[config.mk]
export PLATFORM = sky130hd
export DESIGN_NAME = ps2_tx
export DESIGN_NICKNAME = d
export VERILOG_FILES = /design/src/rtl/ps2_pkg.sv /design/src/rtl/ps2_line_sync.sv /design/src/rtl/ps2_tx.sv
export SDC_FILE = /design/constraint.sdc
export NUM_CORES = 1
export LEC_CHECK = 0
export ABC_AREA = 1
export CORE_MARGIN = 1
export CORE_UTILIZATION = 65
export CTS_CLUSTER_DIAMETER = 150
export DETAILED_ROUTE_END_ITERATION = 12
export HOLD_SLACK_MARGIN = 0.08
export PLACE_DENSITY = 0.84
export RECOVER_POWER = 50
export SLEW_MARGIN = 20
export SYNTH_ARGS = -nofsm -noshare
export SYNTH_HDL_FRONTEND = slang
export SYNTH_SLANG_ARGS = --single-unit
[constraint.sdc]
create_clock -name clk -period 4.4 [get_ports clk]
set_input_delay 0.44 -clock clk [delete_from_list [all_inputs] [get_ports clk]]
set_output_delay 0.44 -clock clk [all_outputs]
set_load 0.02 [all_outputs]
[src/rtl/ps2_pkg.sv]
// Shared PS/2 types and constants: transmitter state encoding, frame size, common command bytes.
`timescale 1ns/1ps
package ps2_pkg;

  typedef enum logic [2:0] {
    IDLE,
    INHIBIT,
    REQ,
    SEND,
    ACK,
    WAIT_REL
  } ps2_state_e;

  localparam int         PS2_FRAME_BITS   = 11;
  localparam logic [7:0] PS2_CMD_SET_LEDS = 8'hED;
  localparam logic [7:0] PS2_CMD_RESET    = 8'hFF;
  localparam logic [7:0] PS2_ACK_BYTE     = 8'hFA;

  // Odd parity bit: makes the total count of ones in data+parity odd.
  function automatic logic odd_parity(input logic [7:0] b);
    return ~^b;
  endfunction

endpackage

[src/rtl/ps2_line_sync.sv]
// One PS/2 line: 3-flop synchronizer, optional 2-sample agreement filter, falling-edge strobe.
`timescale 1ns/1ps
module ps2_line_sync #(
  parameter bit FILTER = 1'b1
) (
  input  logic clk,
  input  logic rst_n,
  input  logic line_in,
  output logic level,
  output logic fall
);

  logic [2:0] sync;
  logic       sample_q;
  logic       level_q;

  // Idle PS/2 lines float high, so resetting to 1 avoids a spurious edge.
  always_ff @(posedge clk or negedge rst_n) begin
    if (!rst_n) begin
      sync     <= 3'b111;
      sample_q <= 1'b1;
      level    <= 1'b1;
      level_q  <= 1'b1;
    end else begin
      sync     <= {sync[1:0], line_in};
      sample_q <= sync[2];
      level_q  <= level;
      if (!FILTER || (sync[2] == sample_q))
        level <= sync[2];
    end
  end

  assign fall = level_q & ~level;

endmodule

[src/rtl/ps2_tx.sv]
// Host-to-device PS/2 command transmitter with open-collector line control.
// Optional macro PS2_TX_RETRY_EN: retry a failed frame up to twice before pulsing error.
`timescale 1ns/1ps
module ps2_tx
  import ps2_pkg::*;
#(
  parameter int INHIBIT_CYCLES = 5000,
  parameter int TIMEOUT_CYCLES = 1000000
) (
  input  logic       clk,
  input  logic       rst_n,
  input  logic [7:0] tx_data,
  input  logic       tx_valid,
  output logic       tx_ready,
  output logic       busy,
  output logic       done,
  output logic       error,
  input  logic       ps2_clk_in,
  input  logic       ps2_data_in,
  output logic       ps2_clk_drive_low,
  output logic       ps2_data_drive_low
);

  localparam int INH_W = ($clog2(INHIBIT_CYCLES) > 0) ? $clog2(INHIBIT_CYCLES) : 1;
  localparam int TMO_W = ($clog2(TIMEOUT_CYCLES) > 0) ? $clog2(TIMEOUT_CYCLES) : 1;
  localparam logic [INH_W-1:0] INH_LOAD = INH_W'(INHIBIT_CYCLES - 1);
  localparam logic [TMO_W-1:0] TMO_LAST = TMO_W'(TIMEOUT_CYCLES - 1);
  localparam logic             DATA_AT_ENTRY = (INHIBIT_CYCLES == 1);

  ps2_state_e       state, state_n;
  logic [7:0]       data_q, data_n;
  logic             par_q, par_n;
  logic [INH_W-1:0] inh_cnt, inh_n;
  logic [TMO_W-1:0] tmo_cnt, tmo_n;
  logic [3:0]       bit_cnt, bit_n, bit_inc;
  logic             clk_drv_n, data_drv_n;
  logic             done_n, err_n, fail;
`ifdef PS2_TX_RETRY_EN
  logic [1:0]       retry_cnt, retry_n;
`endif

  logic clk_level, clk_fall, data_level, data_fall_unused;

  ps2_line_sync #(.FILTER(1'b1)) u_clk_sync (
    .clk(clk), .rst_n(rst_n), .line_in(ps2_clk_in), .level(clk_level), .fall(clk_fall)
  );

  ps2_line_sync #(.FILTER(1'b0)) u_data_sync (
    .clk(clk), .rst_n(rst_n), .line_in(ps2_data_in), .level(data_level), .fall(data_fall_unused)
  );

  assign tx_ready = (state == IDLE);
  assign busy     = ~tx_ready;
  assign bit_inc  = bit_cnt + 4'd1;

  always_comb begin
    state_n    = state;
    data_n     = data_q;
    par_n      = par_q;
    inh_n      = inh_cnt;
    tmo_n      = tmo_cnt;
    bit_n      = bit_cnt;
    clk_drv_n  = ps2_clk_drive_low;
    data_drv_n = ps2_data_drive_low;
    done_n     = 1'b0;
    err_n      = 1'b0;
    fail       = 1'b0;
`ifdef PS2_TX_RETRY_EN
    retry_n    = retry_cnt;
`endif
    case (state)
      IDLE: begin
        if (tx_valid) begin
          data_n     = tx_data;
          par_n      = odd_parity(tx_data);
          inh_n      = INH_LOAD;
          clk_drv_n  = 1'b1;
          data_drv_n = DATA_AT_ENTRY;
          state_n    = INHIBIT;
`ifdef PS2_TX_RETRY_EN
          retry_n    = 2'd0;
`endif
        end
      end
      INHIBIT: begin
        if (inh_cnt == '0) begin
          clk_drv_n  = 1'b0;
          data_drv_n = 1'b1;
          tmo_n      = '0;
          bit_n      = 4'd0;
          state_n    = REQ;
        end else begin
          inh_n = inh_cnt - 1'b1;
          if (inh_cnt == INH_W'(1))
            data_drv_n = 1'b1;
        end
      end
      REQ, SEND: begin
        if (tmo_cnt == TMO_LAST) begin
          fail = 1'b1;
        end else begin
          tmo_n = tmo_cnt + 1'b1;
          if (clk_fall) begin
            bit_n = bit_inc;
            if (bit_inc <= 4'd8) begin
              data_drv_n = ~data_q[bit_cnt[2:0]];
              state_n    = SEND;
            end else if (bit_inc == 4'd9) begin
              data_drv_n = ~par_q;
            end else begin
              data_drv_n = 1'b0;
              state_n    = ACK;
            end
          end
        end
      end
      ACK: begin
        if (tmo_cnt == TMO_LAST) begin
          fail = 1'b1;
        end else begin
          tmo_n = tmo_cnt + 1'b1;
          if (clk_fall) begin
            if (!data_level) state_n = WAIT_REL;
            else             fail    = 1'b1;
          end
        end
      end
      WAIT_REL: begin
        if (tmo_cnt == TMO_LAST) begin
          fail = 1'b1;
        end else begin
          tmo_n = tmo_cnt + 1'b1;
          if (clk_level && data_level) begin
            done_n  = 1'b1;
            state_n = IDLE;
          end
        end
      end
      default: state_n = IDLE;
    endcase

    if (fail) begin
`ifdef PS2_TX_RETRY_EN
      if (retry_cnt != 2'd2) begin
        retry_n    = retry_cnt + 2'd1;
        inh_n      = INH_LOAD;
        clk_drv_n  = 1'b1;
        data_drv_n = DATA_AT_ENTRY;
        state_n    = INHIBIT;
      end else begin
        clk_drv_n  = 1'b0;
        data_drv_n = 1'b0;
        err_n      = 1'b1;
        state_n    = IDLE;
      end
`else
      clk_drv_n  = 1'b0;
      data_drv_n = 1'b0;
      err_n      = 1'b1;
      state_n    = IDLE;
`endif
    end
  end

  always_ff @(posedge clk or negedge rst_n) begin
    if (!rst_n) begin
      state              <= IDLE;
      data_q             <= 8'h00;
      par_q              <= 1'b0;
      inh_cnt            <= '0;
      tmo_cnt            <= '0;
      bit_cnt            <= 4'd0;
      ps2_clk_drive_low  <= 1'b0;
      ps2_data_drive_low <= 1'b0;
      done               <= 1'b0;
      error              <= 1'b0;
`ifdef PS2_TX_RETRY_EN
      retry_cnt          <= 2'd0;
`endif
    end else begin
      state              <= state_n;
      data_q             <= data_n;
      par_q              <= par_n;
      inh_cnt            <= inh_n;
      tmo_cnt            <= tmo_n;
      bit_cnt            <= bit_n;
      ps2_clk_drive_low  <= clk_drv_n;
      ps2_data_drive_low <= data_drv_n;
      done               <= done_n;
      error              <= err_n;
`ifdef PS2_TX_RETRY_EN
      retry_cnt          <= retry_n;
`endif
    end
  end

endmodule

Word-level counts from Yosys, hierarchy flattened. Index checks and enable logic that the tools add are counted.

Shift-type cells: 0. Muxes and demuxes: 47. Add/subtract/negate cells: 3. Reductions and logical operators: 19. Equality and inequality tests: 26. $lt $le $gt $ge: 2. Div/mod/pow operators: 0. Bitwise gates (word level): 5. Multipliers: 0.

Operators by type and width (count): two-way mux 20 bit (2); case mux 20 bit (2 select lines) (1); two-way mux 3 bit (12); two-way mux 13 bit (2); case mux 13 bit (2 select lines) (1); != test 3 bit, second input constant (8); adder 20 x 1 -> 20 bit, second input constant (1); equality test 20 bit, second input constant (1); two-way mux 1 bit (20); case mux 3 bit (5 select lines) (1); equality test 13 x 1 -> 1 bit, second input constant (1); logical NOT 13 bit (1); subtractor 13 x 1 -> 13 bit, second input constant (1); two-way mux 4 bit (3); != test 2 bit, second input constant (6); AND reduction 10 bit (1); AND reduction 3 bit (3); != test 4 bit, second input constant (2); case mux 4 bit (2 select lines) (1); XNOR reduction 8 bit (1); equality test 3 x 2 -> 1 bit, second input constant (2); equality test 3 bit, second input constant (2); nonzero test 2 bit (3); AND reduction 5 bit (1); 21 further kinds (25).

Logic and storage cells: 118. Register bits: 63. Memories kept: 0. Latch bits: 0. Bits of input ports: 13. Bits in read-only memories: 0. Bits in writable memories: 0.

Depth between registers and ports, before layout.
Depth in word-level cells: 8. Gate-level depth with buffers: 12. Depth with buffers taken out: 12.

Cells and area by module. Synthesis repeated with hierarchy kept, for this count alone.

Cell total of the unflattened synthesis: 514. Area total of the unflattened synthesis: 3818.7 µm².

By module, submodules not included: ps2_tx (instances 1, seq. area each 1326.3 µm², area each 3495.9 µm², cells each 495); ps2_line_sync (u_clk_sync) (instances 1, seq. area each 157.7 µm², area each 181.4 µm², cells each 12); ps2_line_sync (u_data_sync) (instances 1, seq. area each 131.4 µm², area each 141.4 µm², cells each 7).

Least setup slack after synthesis. No wires, ideal clock.

Kind: reg2reg. From: reg inh_cnt[0]. To: reg tmo_cnt[10]. Buffers on the path: 1. Path slack: 2.669 ns. Setup time: 0.123 ns. Data arrival time: 1.608 ns. Stages on the path, launching flop included: 13. Cell sequence: dfrtp_1 > inv_1 > ha_1 > nand2_2 > nor2_2 > nand2_2 > nand2_4 > nand2_4 > nor2_8 > inv_4 > buf_6 > nand2_2 > o21ai_2.

Word-level cells in the longest chain between the ends: 3.

Ends and longest elaborated chain: from (decl) (RTL line ps2_tx.sv:33) `logic [INH_W-1:0] inh_cnt, inh_n;`; from (signal assigned) (RTL line ps2_tx.sv:184) `inh_cnt <= inh_n;`; logical NOT 13 bit (RTL line ps2_tx.sv:86) `if (inh_cnt == '0) begin`; != test 2 bit (no source line); AND reduction 3 bit (no source line); to (signal assigned) (RTL line ps2_tx.sv:185) `tmo_cnt <= tmo_n;`; to (decl) (RTL line ps2_tx.sv:34) `logic [TMO_W-1:0] tmo_cnt, tmo_n;`.

No other way between the ends. A chain may end at the register's enable or synchronous reset.

Worst setup path after layout.
From: reg state[2]. To: out tx_ready.

Word-level cells in the longest chain between the ends: 1.

Ends and longest elaborated chain: from (decl) (RTL line ps2_tx.sv:30) `ps2_state_e state, state_n;`; from (signal assigned) (RTL line ps2_tx.sv:181) `state <= state_n;`; logical NOT 3 bit (RTL line ps2_tx.sv:52) `assign tx_ready = (state == IDLE);`; to (decl) (RTL line ps2_tx.sv:14) `output logic tx_ready,`.

No other way between the ends.

==> results.md <==
* Vias in the first global route at just over 3,000
* Via-per-instance ratio at 5.44
* Largest net degree at the start of global routing at 64
* Critical Path Start Type: flip-flop
* First-pass GRT wire length at 13.5 mm
* Synth cell types at 32
* Most Crowded Layer GR: met2
* Worst slew pin tran at 785 ps
* Area share of the largest cell type after synthesis at 35.7%
* CP max stage delay at 590 ps
* Clk Latency, worst-skew pair at 350 ps
* H-tree levels at 3
* Register area share after synthesis at 42.8%
* Syn Area/Cell at 7.59 µm²
* Final setup skew at around 12 ps
* Family with the most delay on the worst path: buffers and inverters
* Hold Fails Final Rpt at 0
* Non-Filler Instances at 588
* Leakage at between 0.0015 and 0.002 µW
* Core area at 5510 µm²
* Clock transition at path regs at approximately 70 ps
* FF+latch count, synth at 63
* Final WS setup at 2160 ps
* Remaining DRCs at 0
* Crit-path cells: inv_2 > nand2_1 > inv_2 > clkdlybuf4s50_1
* Fill count at 409
* DRT Pass-1 Iters at 4
* Worst slew margin at 47.7%
* Synthesized-area fraction occupied by adder cells at 1.96%
* Clock Tree Buf Depth at 2
* Detailed Place HPWL at 5.41 mm
* Post-synthesis cell count at 489
* Setup TNS at 0 ps
* Worst-path fanout max at 5
* Mux cell area share after synthesis at 0%
* Io pins at 19
* Final Cycle Share at between 50 and 60%
* Routing usage on met1 at 37.4%
* Die Area at 6020 µm²
* Final period demand of the worst path at roughly 2200 ps
* Final #Nets at approximately 530
* Vias at 3,197
* Total Wirelength at 7.73 mm
* Hold-fix buffers, CTS at 0
* # Post-CTS Setup Buffers at 0
* Initial antenna violation count at 0
* GRT Total Usage at 28.8%
* CP max stage cell: clkdlybuf4s50_1
* FMAX at 0.447 GHz
* Placed Cells at 572
* Max Cap Violations at 0
* Main synth FF type: dfrtp_1
* Final setup viols at 0
* Die height at 77.6 µm
* Port bufs at 18
* FF-to-FF Start: inh_cnt[0]
* Worst hold path type: primary input to asynchronous set/reset pin
* N_diodes at 0
* Final ANT Viol Nets at 0
* Synth Area in Simple Gates at 34.5%
* Critical path depth in cells at 4
* Pre-CTS setup slack at 2410 ps
* Post-Synthesis Net Count at 507
* Synth Area in Compound Gates at 6.44%
* CP endpoint kind: output pin
* Root buffer cell: clkbuf_8
* FF-to-FF setup slack at 2350 ps
* Number of flops mapped to enable cells by yosys at 0
* Top cell type by total area after synthesis: dfrtp_1
* Yosys warns at 0
* Combinational family with the most area after synthesis: simple AND/OR/NAND/NOR gates
* GPL Wtd Cong at 0.903
* Status: complete, no violations
* Power density over the cells at 549 nW/µm²
* Gr ovfl total at 0
* Mapped cell area at 3710 µm²
* Worst vdd ir at approximately 0.36 mV
* Worst EP arrival at 1800 ps
* TritonCTS Buffers at 9
* Most frequent CP cell: inv_2
* CP Class: flip-flop to output pin
* Max Slew Vio Count at 0
* Clk sinks at 63
* CTS resizes at 0
* R2r worst-path depth at 9
* WP data required at 3960 ps
* Share of cells above drive strength 1 at about 11%
* WP buf/inv at 3
* Reg2reg end: inh_cnt[9]
* Ys async rst share at 100%
* GRT met3 Usage at 6.00%
* RSZ-0062 raised after global routing: false
* WL/cell at approximately 13 µm
* TritonCTS clock tree: yes
* XOR/XNOR Fraction of Synth Area at under 10%
* Number of core rows at 27
* Initial DRC count at 287
* Grt met2 use at 47.2%
* Starting Density at 67.4%
* Synthesis-to-layout area growth at 11.4%
* Largest cells by area after synthesis: dfrtp_1 36%, nand2_1 15%, dfstp_2 7.1%, nand3_1 5.4%, inv_1 5.4%
* DIE WIDTH at 77.6 µm
-- per-layer routing --
metal	up-vias	wire length, µm
li1	1582	-
met1	1510	3540
met2	88	3790
met3	17	284
met4	0	120
met5	-	0
-- worst max-delay path by stage --
stage,start,end,slack (ps)
final,state[2],tx_ready,2160
after detailed placement,inh_cnt[0],tmo_cnt[13],2410
after global routing,state[2],tx_ready,2120
after global placement,inh_cnt[0],tmo_cnt[13],2450
after floorplan,inh_cnt[0],tmo_cnt[10],2670
after CTS,state[2],tx_ready,2160
-- per-stage QoR --
| stage | instance area (µm²) | total power, µW | hold slack (ps) | util, % |
|---|---|---|---|---|
| floorplan | 3710 | 1550 | 144 | - |
| global placement | 3930 | 1700 | 346 | 71.4 |
| detailed placement | 3930 | 1740 | 348 | 71.4 |
| CTS | 4130 | 2270 | 278 | 75.1 |
| global route | 4130 | 2440 | 312 | 75.1 |
| finish | 4130 | 2270 | 239 | 75.1 |
-- power breakdown --
part	internal, µW	switching (µW)	leakage (µW)
Combinational	294	650	0.00111
Clock	292	227	0.0000996
Sequential	701	103	0.000791
-- logic make-up (layout without fill, tap and decap cells) --
logic type	Yosys count	count (layout)
adders and majority gates	6	6
buffers and inverters	68	95
AOI/OAI and AO/OA	43	43
xor gates and xnor gates	28	28
DFF	63	63
and+or+nand+nor	281	281
-- Yosys cell counts (3+ instances only) --
| cell | instances |
|---|---|
| nand4_1 | 8 |
| nor2_8 | 3 |
| xor2_1 | 21 |
| o21ai_2 | 5 |
| nand2_1 | 147 |
| dfrtp_1 | 53 |
| or2_2 | 3 |
| nor3_1 | 8 |
| o21ai_0 | 24 |
| nand3_1 | 40 |
| inv_1 | 53 |
| buf_2 | 5 |
| ha_1 | 5 |
| xnor2_1 | 7 |
| dfstp_2 | 10 |
| nor2_4 | 3 |
| nand2_4 | 4 |
| a21oi_1 | 5 |
| inv_2 | 5 |
| nand2_2 | 8 |
| o21ai_1 | 6 |
| nor2_1 | 52 |
-- worst register-to-register path, cell delays in order (launching register included) --
cell and delay (ps):
dfrtp_1 420, inv_1 100, ha_1 280, nand3_1 150, nor3_1 220, nand3_1 160
nand2_2 250, inv_2 150, o21ai_0 100, o21ai_0 100
-- cell type report --
cell class                 instances  area [µm²]  area share, %
sequential                        63        1590           38.4
clock inverter                     3        42.5           1.03
clock buffer                      13         159           3.84
inverter                          60         233           5.63
tap                               72        90.1           2.18
multi-input combinational        358        1840           44.5
timing repair buffer              19         183           4.42
-- state kept, by name (all words and copies together) (netlist names) --
| name | count |
|---|---|
| bit_cnt | 4 |
| data_q | 8 |
| done | 1 |
| error | 1 |
| inh_cnt | 13 |
| par_q | 1 |
| ps2_clk_drive_low | 1 |
| ps2_data_drive_low | 1 |
| state | 3 |
| tmo_cnt | 20 |
| u_clk_sync.level | 1 |
| u_clk_sync.level_q | 1 |
| u_clk_sync.sample_q | 1 |
| u_clk_sync.sync | 3 |
| u_data_sync.level | 1 |
| u_data_sync.sync | 3 |
-- cell usage in the layout (no fill, tap or decap), types with 2 or more instances in the layout --
cell             instances
nand2_1                147
inv_1                   53
dfrtp_1                 53
nor2_1                  52
nand3_1                 40
o21ai_0                 24
xor2_1                  21
clkdlybuf4s50_1         15
clkbuf_8                11
nand2_2                  8
nor3_1                   8
nand4_1                  8
dfstp_2                  8
xnor2_1                  7
o21ai_1                  6
inv_2                    5
o21ai_2                  5
a21oi_1                  5
ha_1                     5
nand2_4                  4
nor2_8                   3
nor2_4                   3
or2_2                    3
nor2_2                   2
o22ai_1                  2
nand3b_1                 2
clkbuf_1                 2
dlygate4sd3_1            2
dfstp_1                  2
No activity file was read; power rests on OpenSTA's default activity.
==> RTL change: new RTL, same settings <==
The 6 states of `ps2_state_e` get a one-hot encoding in 6 bits.
--- a/src/rtl/ps2_pkg.sv
+++ b/src/rtl/ps2_pkg.sv
@@ -2,13 +2,13 @@
 `timescale 1ns/1ps
 package ps2_pkg;
 
-  typedef enum logic [2:0] {
-    IDLE,
-    INHIBIT,
-    REQ,
-    SEND,
-    ACK,
-    WAIT_REL
+  typedef enum logic [5:0] {
+    IDLE     = 6'b000001,
+    INHIBIT  = 6'b000010,
+    REQ      = 6'b000100,
+    SEND     = 6'b001000,
+    ACK      = 6'b010000,
+    WAIT_REL = 6'b100000
   } ps2_state_e;
 
   localparam int         PS2_FRAME_BITS   = 11;
Function: same outputs for any inputs over 10 cycles, from zero or initial values and one cycle with rst_n low; not proved beyond that.
==> RTL change against the unedited design <==
- area after synthesis rose by 4.9%
- count of clock-buffer cells in the layout fell by 1
- critical path depth rose by 1
- cell area rose by 4.2%
- routed wire length rose by 13%
- total power fell by 10%
- non-clock buffer count did not move
- sequential cell count rose by 3
- worst setup slack got worse by 0.21 ns
- sequential share of layout area rose by 0.23 points
- fmax fell by 8.7%
- largest cell class unchanged
- highest routed layer unchanged
==> RTL change: results (changes against the unedited design) <==
| Metric | Value |
|---|---|
| Clock Root Buffer | clkbuf_8 |
| Total track usage | 29.3% (+0.47 points) |
| Min-Delay Path Class | primary input to asynchronous set/reset pin |
| WHS | 0.267 ns (+0.0287 ns) |
| Post-synthesis compound-gate area fraction | 7.74% (+1.3 points) |
| Nets | 554 (+4.7%) |
| Met3 wire length | 557 microns (+96%) |
| Post-synthesis adder-cell area fraction | 1.86% (-0.092 points) |
| Most area-consuming cells after synthesis | dfrtp_1 (35%), nand2_1 (14%), dfstp_2 (7.4%) |
| Placer Congestion | 0.941 (+4.3%) |
| TritonRoute pass-1 iters | 7 (+3) |
| DP Wirelength | 6260 microns (+16%) |
| Maximum vdd drop | 0.000449 V (+24%) |
| Met2 usage | 46.1% (-1.0 points) |
| Synthesized net count | 533 (+5.1%) |
| Synth cell count leaders | nand2_1 (148), nor2_1 (65), dfrtp_1 (55) |
| Sequential area share after synthesis | 42.8% (-0.049 points) |
| Metal1 wirelength | 4020 microns (+14%) |
| P_leak | 2.07 nW (+3.4%) |
| Reg2Reg Depth | 7 (-2) |
| Pre-CTS WS | 2.13 ns (-0.280 ns) |
| Yosys cell types | 38 (+19%) |
| Cell area after placement | 0.00410 sq mm (+4.3%) |
| Final wirelength | 8730 microns (+13%) |
| Met1 Use GR | 41.5% (+4.1 points) |
| Met2 WL post-DR | 4050 microns (+6.9%) |
| Outcome | completed |
| Vias in the first global route | 3131 (+3.4%) |
| 1st-iter DRT viols | 341 (+19%) |
| Clk Latency, worst-skew pair | 0.35 ns (about the same) |
| Final cell count without fillers | 613 (+4.3%) |
| Mapped Cells | 515 (+5.3%) |
| Crit-path max cell delay | ~0.6 ns |
| Fillers | 424 (+3.7%) |
| Cells after DPL | 597 (+4.4%) |
| Post-Synth XOR/XNOR Area | 6.07% (-0.53 points) |
| Met3 GRT Util | 5.03% (-0.97 points) |
| Antenna fix cells | 0 (unchanged) |
| Worst Tran Pin Value | 0.812 ns (+0.0267 ns) |
| Largest net degree at the start of global routing | 67 (+4.7%) |
| First-pass GRT wire length | 14300 microns (+5.8%) |
| Post-synth top area share | 35.3% (-0.39 points) |
| Clock Skews | 0.00923 ns (-0.00269 ns) |
| R2r endpoint | par_q |
| Beginning of the critical path | state[0] |
| Share of post-route cells with drive strength above 1 | 9.43% (-2.0 points) |
| Total number of vias | 3511 (+9.8%) |
| Biggest regs | tmo_cnt: 20 flops, inh_cnt: 13 flops, data_q: 8 flops |
| Worst EP arrival | 2.01 ns (+0.21 ns) |
[RTL change: cell types whose count changed after synthesis, sizes merged, moves of 4 or more]
cell	unedited run	this run
nand2	159	154
nand3	40	44
nand4	8	21
nor2	60	70
xor2	21	17
[RTL change: area by class of cell]
type,count,area [sq um],share of cell area (%)
timing repair buffer,19,183,4.24
clock buffer,12,155,3.60
clock inverter,4,50.0,1.16
multi-input combinational,382,1940,45.1
sequential,66,1670,38.7
inverter,58,220,5.11
tap,72,90.1,2.09
[RTL change: logic make-up after synthesis]
group | count (synthesis)
AO/OA/AOI/OAI | 51
XOR/XNOR | 27
adder cells (fa/ha/maj) | 6
buffers and inverters | 67
flip-flops | 66
AND/OR/NAND/NOR | 298
[RTL change: power breakdown]
group	switching (W)	total (W)	internal, W
sequential	0.0000812	0.000794	0.000712
clock	0.000244	0.000535	0.000292
combinational	0.000481	0.000701	0.000220
total	0.000806	0.00203	0.00122
